## src/rtl/layer_sequencer.sv

```systemverilog
// Layer sequencer: steps a CNN datapath through a descriptor table, one layer per
// start_layer pulse, with per-layer watchdog, abort and error reporting.
module layer_sequencer #(
    parameter  int MAX_LAYER = 16,
    parameter  int ADDR_W    = 22,
    parameter  int TMO_W     = 24,
    localparam int LW        = $clog2(MAX_LAYER + 1),
    localparam int DESC_W    = 37 + 2 * ADDR_W
) (
    input  logic              clk,
    input  logic              rst,
    input  logic              cfg_we,
    input  logic [LW-1:0]     cfg_addr,
    input  logic [DESC_W-1:0] cfg_wdata,
    input  logic [LW-1:0]     num_layer,
    input  logic [TMO_W-1:0]  timeout_limit,
    input  logic              start_cnn,
    input  logic              abort,
    input  logic              done_layer,
    output logic              start_layer,
    output logic              done_cnn,
    output logic              aborted,
    output logic              busy,
    output logic              error,
    output logic [LW-1:0]     count_layer,
    output logic [8:0]        ifm_size,
    output logic [10:0]       ifm_channel,
    output logic [1:0]        kernel_size,
    output logic [10:0]       num_filter,
    output logic              maxpool_mode,
    output logic [1:0]        maxpool_stride,
    output logic              upsample_mode,
    output logic [ADDR_W-1:0] start_write_addr,
    output logic [ADDR_W-1:0] start_read_addr
);

    localparam int AW = (MAX_LAYER > 1) ? $clog2(MAX_LAYER) : 1;

    typedef struct packed {
        logic [8:0]        ifm_size;
        logic [10:0]       ifm_channel;
        logic [1:0]        kernel_size;
        logic [10:0]       num_filter;
        logic              maxpool_mode;
        logic [1:0]        maxpool_stride;
        logic              upsample_mode;
        logic [ADDR_W-1:0] start_write_addr;
        logic [ADDR_W-1:0] start_read_addr;
    } desc_t;

    typedef enum logic [2:0] {IDLE, LOAD, LAUNCH, RUN, DONE} state_t;

    state_t           state, state_d;
    desc_t            desc_mem [MAX_LAYER];
    desc_t            cfg_q;
    logic [LW-1:0]    num_q;
    logic [TMO_W-1:0] wdog;
    logic [AW-1:0]    rd_idx, wr_idx;
    logic             start_ok, wdog_exp;
    logic             accept, reject, advance, expire, abort_hit, load_cfg;

    assign rd_idx   = AW'(count_layer - LW'(1));
    assign wr_idx   = AW'(cfg_addr);
    assign start_ok = (num_layer != '0) && (num_layer <= LW'(MAX_LAYER));
    assign wdog_exp = (timeout_limit != '0) && (wdog == timeout_limit - TMO_W'(1));

    // Table has no reset so descriptors survive a reset between runs.
    always_ff @(posedge clk) begin
        if (cfg_we && state == IDLE && cfg_addr < LW'(MAX_LAYER))
            desc_mem[wr_idx] <= desc_t'(cfg_wdata);
    end

    always_ff @(posedge clk or posedge rst) begin
        if (rst) state <= IDLE;
        else     state <= state_d;
    end

    always_comb begin
        state_d   = state;
        accept    = 1'b0;
        reject    = 1'b0;
        advance   = 1'b0;
        expire    = 1'b0;
        abort_hit = 1'b0;
        case (state)
            IDLE: begin
                if (start_cnn) begin
                    if (start_ok) begin
                        accept  = 1'b1;
                        state_d = LOAD;
                    end else begin
                        reject  = 1'b1;
                    end
                end
            end
            LOAD:   state_d = LAUNCH;
            LAUNCH: state_d = RUN;
            RUN: begin
                // done_layer outranks a coincident watchdog expiry
                if (done_layer) begin
                    if (count_layer < num_q) begin
                        advance = 1'b1;
                        state_d = LOAD;
                    end else begin
                        state_d = DONE;
                    end
                end else if (wdog_exp) begin
                    expire  = 1'b1;
                    state_d = IDLE;
                end
            end
            DONE:    state_d = IDLE;
            default: state_d = IDLE;
        endcase
        if (abort && state != IDLE) begin
            abort_hit = 1'b1;
            advance   = 1'b0;
            expire    = 1'b0;
            state_d   = IDLE;
        end
    end

    assign load_cfg    = (state == LOAD) && !abort_hit;
    assign start_layer = (state == LAUNCH) && !abort;
    assign done_cnn    = (state == DONE) && !abort;
    assign busy        = (state != IDLE);

    always_ff @(posedge clk or posedge rst) begin
        if (rst) begin
            count_layer <= '0;
            num_q       <= '0;
            error       <= 1'b0;
            aborted     <= 1'b0;
            cfg_q       <= '0;
            wdog        <= '0;
        end else begin
            aborted <= abort_hit;
            if (accept) begin
                count_layer <= LW'(1);
                num_q       <= num_layer;
                error       <= 1'b0;
            end else if (advance) begin
                count_layer <= count_layer + LW'(1);
            end
            if (reject || expire)
                error <= 1'b1;
            if (load_cfg)
                cfg_q <= desc_mem[rd_idx];
            // Counts RUN cycles from the launch; saturates if left disabled.
            if (state == LAUNCH)
                wdog <= '0;
            else if (state == RUN && wdog != '1)
                wdog <= wdog + TMO_W'(1);
        end
    end

    assign ifm_size         = cfg_q.ifm_size;
    assign ifm_channel      = cfg_q.ifm_channel;
    assign kernel_size      = cfg_q.kernel_size;
    assign num_filter       = cfg_q.num_filter;
    assign maxpool_mode     = cfg_q.maxpool_mode;
    assign maxpool_stride   = cfg_q.maxpool_stride;
    assign upsample_mode    = cfg_q.upsample_mode;
    assign start_write_addr = cfg_q.start_write_addr;
    assign start_read_addr  = cfg_q.start_read_addr;

endmodule

```

## config.mk

```make
export PLATFORM = sky130hd
export DESIGN_NAME = layer_sequencer
export DESIGN_NICKNAME = d
export VERILOG_FILES = /design/src/rtl/layer_sequencer.sv
export SDC_FILE = /design/constraint.sdc
export NUM_CORES = 1
export LEC_CHECK = 0
export BUFFER_PORTS_ARGS = -buffer_cell sky130_fd_sc_hd__buf_2
export CORE_UTILIZATION = 60
export DETAILED_ROUTE_END_ITERATION = 8
export PLACE_DENSITY = 0.75
export SYNTH_ARGS = -nofsm -noshare
export SYNTH_HDL_FRONTEND = slang
export SYNTH_SLANG_ARGS = --single-unit
```

## constraint.sdc

```tcl
create_clock -name clk -period 9.3 [get_ports clk]
set_clock_uncertainty 0.1 [all_clocks]
set_input_delay 0.465 -clock clk [delete_from_list [all_inputs] [get_ports clk]]
set_output_delay 0.465 -clock clk [all_outputs]
set_load 0.03 [all_outputs]
```

==> impl_metrics.ini <==
[synthesis]
syn_inst = 2334
syn_avg_cell_area_um2 = 23.4
synth-main-ff-cell = edfxtp_1
synth-seq-cells = 1416
ys_types = 59
ys_async_sr_fraction_pct = 8.47
synth_edf_count = 1296
syn_nets = 2464
syn_area_um2 = 54500
ys_warn_count = 0
yosysSeqAreaShare_pct = 76.9

[place]
hpwlAfterDp_mm = 60.2
place_congestion = 0.833
dp_slack_ns = 4.66
post-place-cells = 3660
portBuffers = 211

[critical_path]
reg2reg_slack_ns = 4.58
path_class = flop to flop
critical_path_arrival_ns = 5.23
reg2reg_depth = 6
crit_path_max_fanout = 184
cp_data_required_time_ns = 9.82
r2r_end = start_write_addr[18]
end_kind = flop
cpMostUsedCell = mux4_2
slowest_stage = dfrtp_4
worstPathCellList = inv_1 -> ha_4 -> buf_12 -> mux4_2 -> mux4_2 -> mux2_2
cp_slowest_stage_delay_ns = 1.06
rr_startpoint = count_layer[0]
cp-start-kind = flop

[status]
status = finished, final reports clean

[global_routing]
grt.overflow.total = 0
grt_pass1_wl_mm = 183
antenna_found_initial = 12
grt_usage_pct = 28.1
grt_max_degree = 185
grt_pass1_vias = 27500

[final_layout]
final_cells = 4014
area_growth_pct = 15.1
drive_gt1_share_pct = 35.1
fin_util_pct = 69.7
nNetsFinal = 2845

[power_and_ir_drop]
irDropWorstVdd_mv = 0.437
p_leak_nw = 21.0
power_mw = 17.5
powerDensity_nw_per_um2 = 279

[sta]
fmax_mhz = 212
report.final.slew_viol_count = 0
tns_ns = 0
finalCritPeriodShare_pct = 50.7
fin_crit_ns = 4.72
setup_violations = 0
tightest_slew_ns = 1.41
max_slew_margin_pct = 5.97
setup_slack_ns = 4.58
final-hold-violation-count = 0
rsz0062_at_grt = no

[route]
vias = 26400
firstDrtPassIters = 7
antenna_left = 0
first_iter_violations = 2947
wirelength_mm = 126
wl_per_cell_um = 31.3
route.detailed.drc = 0
via_per_inst = 6.57

[clock_tree]
cts_made_buffers = 139
clockBufferDepth = 3
cts_tree = yes
root_buffer = clkbuf_16
h-tree-depth = 4
cts.sinks = 1416
post_cts_buffers = 0
clk_pin_slew_ns = 0.06
clk_latency_ns = 0.74

[floorplan]
die_h_um = 303
start_util_pct = 60.6
core_area_um2 = 90000
dieArea_um2 = 92100
rows = 110
ios = 212
fp.dieW_um = 303

[job]
drv_cap = 0

[worst_hold_path]
hold_path.class = input port to flop
hold_depth = 1
hold_path_end = desc_mem[11][13]
min_from = cfg_wdata[13]
layout make-up:
type / instances / area, µm²
Fill cell: 5234 / 27300
Multi-Input combinational cell: 792 / 12200
Tap cell: 1176 / 1470
Inverter: 15 / 61.3
Sequential cell: 1416 / 41900
Timing Repair Buffer: 351 / 2370
Antenna cell: 5 / 12.5
Clock buffer: 188 / 3980
Clock inverter: 71 / 694
per-layer routing:
layer	up-vias	GRT usage (%)	wire length, µm
met5	-	0	92
met4	14	7.86	2760
met3	194	6.03	11700
met2	1460	45.6	63000
met1	14000	39.4	48000
li1	10700	-	-
repair_timing:
item,CTS,global route
resized for setup,0,0
hold buffers,90,0
endpoints found under the hold margin,1314,0
critical path, delay by kind of cell (launching register included):
family / cells / cell delay (ns)
mux: 3 / 1.24
fa+ha+maj: 1 / 0.81
flops: 1 / 1.06
buf+inv: 2 / 0.88
logic make-up after synthesis:
family                   share of synthesized area [%]
multiplexers                                      18.5
AO/OA/AOI/OAI                                    0.590
adder cells (fa/ha/maj)                          0.207
buffers and inverters                            0.978
AND/OR/NAND/NOR                                   1.96
flip-flops                                        76.9
XOR/XNOR                                         0.868
synth_stat cells (all sizes together), types with 2 or more instances:
master   count  area [µm²]
edfxtp    1296       38900
mux4       405        9120
dfrtp      120        3000
mux2        82         923
clkbuf      65         244
buf         46         233
nor2        43         161
xor2        29         254
nand2       28         108
xnor2       25         219
nor3        22         126
inv         15        56.3
nand3       14        70.1
nor4        14         119
or3         14        93.8
nand4       13        81.3
o21ai       13        65.1
a21oi       11        55.1
ha           9         113
and3         6        37.5
nor2b        6        37.5
or4          5        42.5
a211oi       4        30.0
a31oi        4        25.0
and2         4        25.0
mux2i        4        40.0
nand3b       4        30.0
nor3b        4        35.0
a2111oi      3        26.3
a21o         3        22.5
and4         3        26.3
nand2b       3        18.8
nand4b       2        17.5
nor4b        2        23.8
o31ai        2        15.0
layout by cell type (no fill, tap or decap), types with 11 or more instances in the layout:
master | Yosys | routed
a21oi_1 | 11 | 11
buf_2 | 42 | 211
buf_4 | 0 | 47
bufinv_16 | 0 | 12
clkbuf_1 | 65 | 30
clkbuf_16 | 0 | 150
clkinv_1 | 0 | 23
clkinv_2 | 0 | 22
dfrtp_1 | 120 | 119
dlygate4sd3_1 | 0 | 90
edfxtp_1 | 1296 | 1296
inv_1 | 15 | 14
mux2_2 | 82 | 82
mux4_2 | 405 | 405
nand2_1 | 27 | 27
nand3_1 | 14 | 14
nand4_1 | 13 | 13
nor2_1 | 43 | 31
nor2_4 | 0 | 12
nor3_1 | 20 | 16
o21ai_0 | 11 | 11
or3_1 | 12 | 12
xnor2_1 | 25 | 23
xor2_1 | 29 | 29
state kept, by name, indices dropped and copies added, names as in the netlist, 5 cells and up:
| name | count |
|---|---|
| desc_mem | 1296 |
| wdog | 24 |
| start_read_addr | 22 |
| start_write_addr | 22 |
| ifm_channel | 11 |
| num_filter | 11 |
| ifm_size | 9 |
| count_layer | 5 |
| num_q | 5 |
per-stage QoR:
| stage | area (µm²) | hold slack (ns) |
|---|---|---|
| 3_3_place_gp | 57100 | 0.378 |
| 5_1_grt | 62700 | 0.0228 |
| 3_5_place_dp | 57100 | 0.369 |
| 4_1_cts | 62700 | 0.00405 |
| 2_1_floorplan | 54500 | 0.347 |
| 6_report | 62700 | 0.0437 |
where the power goes:
| group | total (mW) | switching [mW] | leakage [nW] | internal (mW) |
|---|---|---|---|---|
| clock network | 5.69 | 2.35 | 2.28 | 3.34 |
| logic | 4.36 | 2.19 | 5.56 | 2.17 |
| registers | 7.45 | 0.229 | 13.1 | 7.23 |
| total | 17.5 | 4.76 | 21.0 | 12.7 |
worst max-delay path by stage:
stage | slack, ns | endpoint | start
final | 4.58 | start_write_addr[18] | count_layer[0]
after global routing | 4.42 | start_write_addr[18] | count_layer[0]
after CTS | 4.61 | start_write_addr[18] | count_layer[0]
after detailed placement | 4.66 | start_write_addr[10] | count_layer[0]
after global placement | 4.74 | start_write_addr[13] | count_layer[0]
after floorplan | 1.48 | desc_mem[4][0] | state[1]
Note: power is estimated with default switching activity, not from simulation.
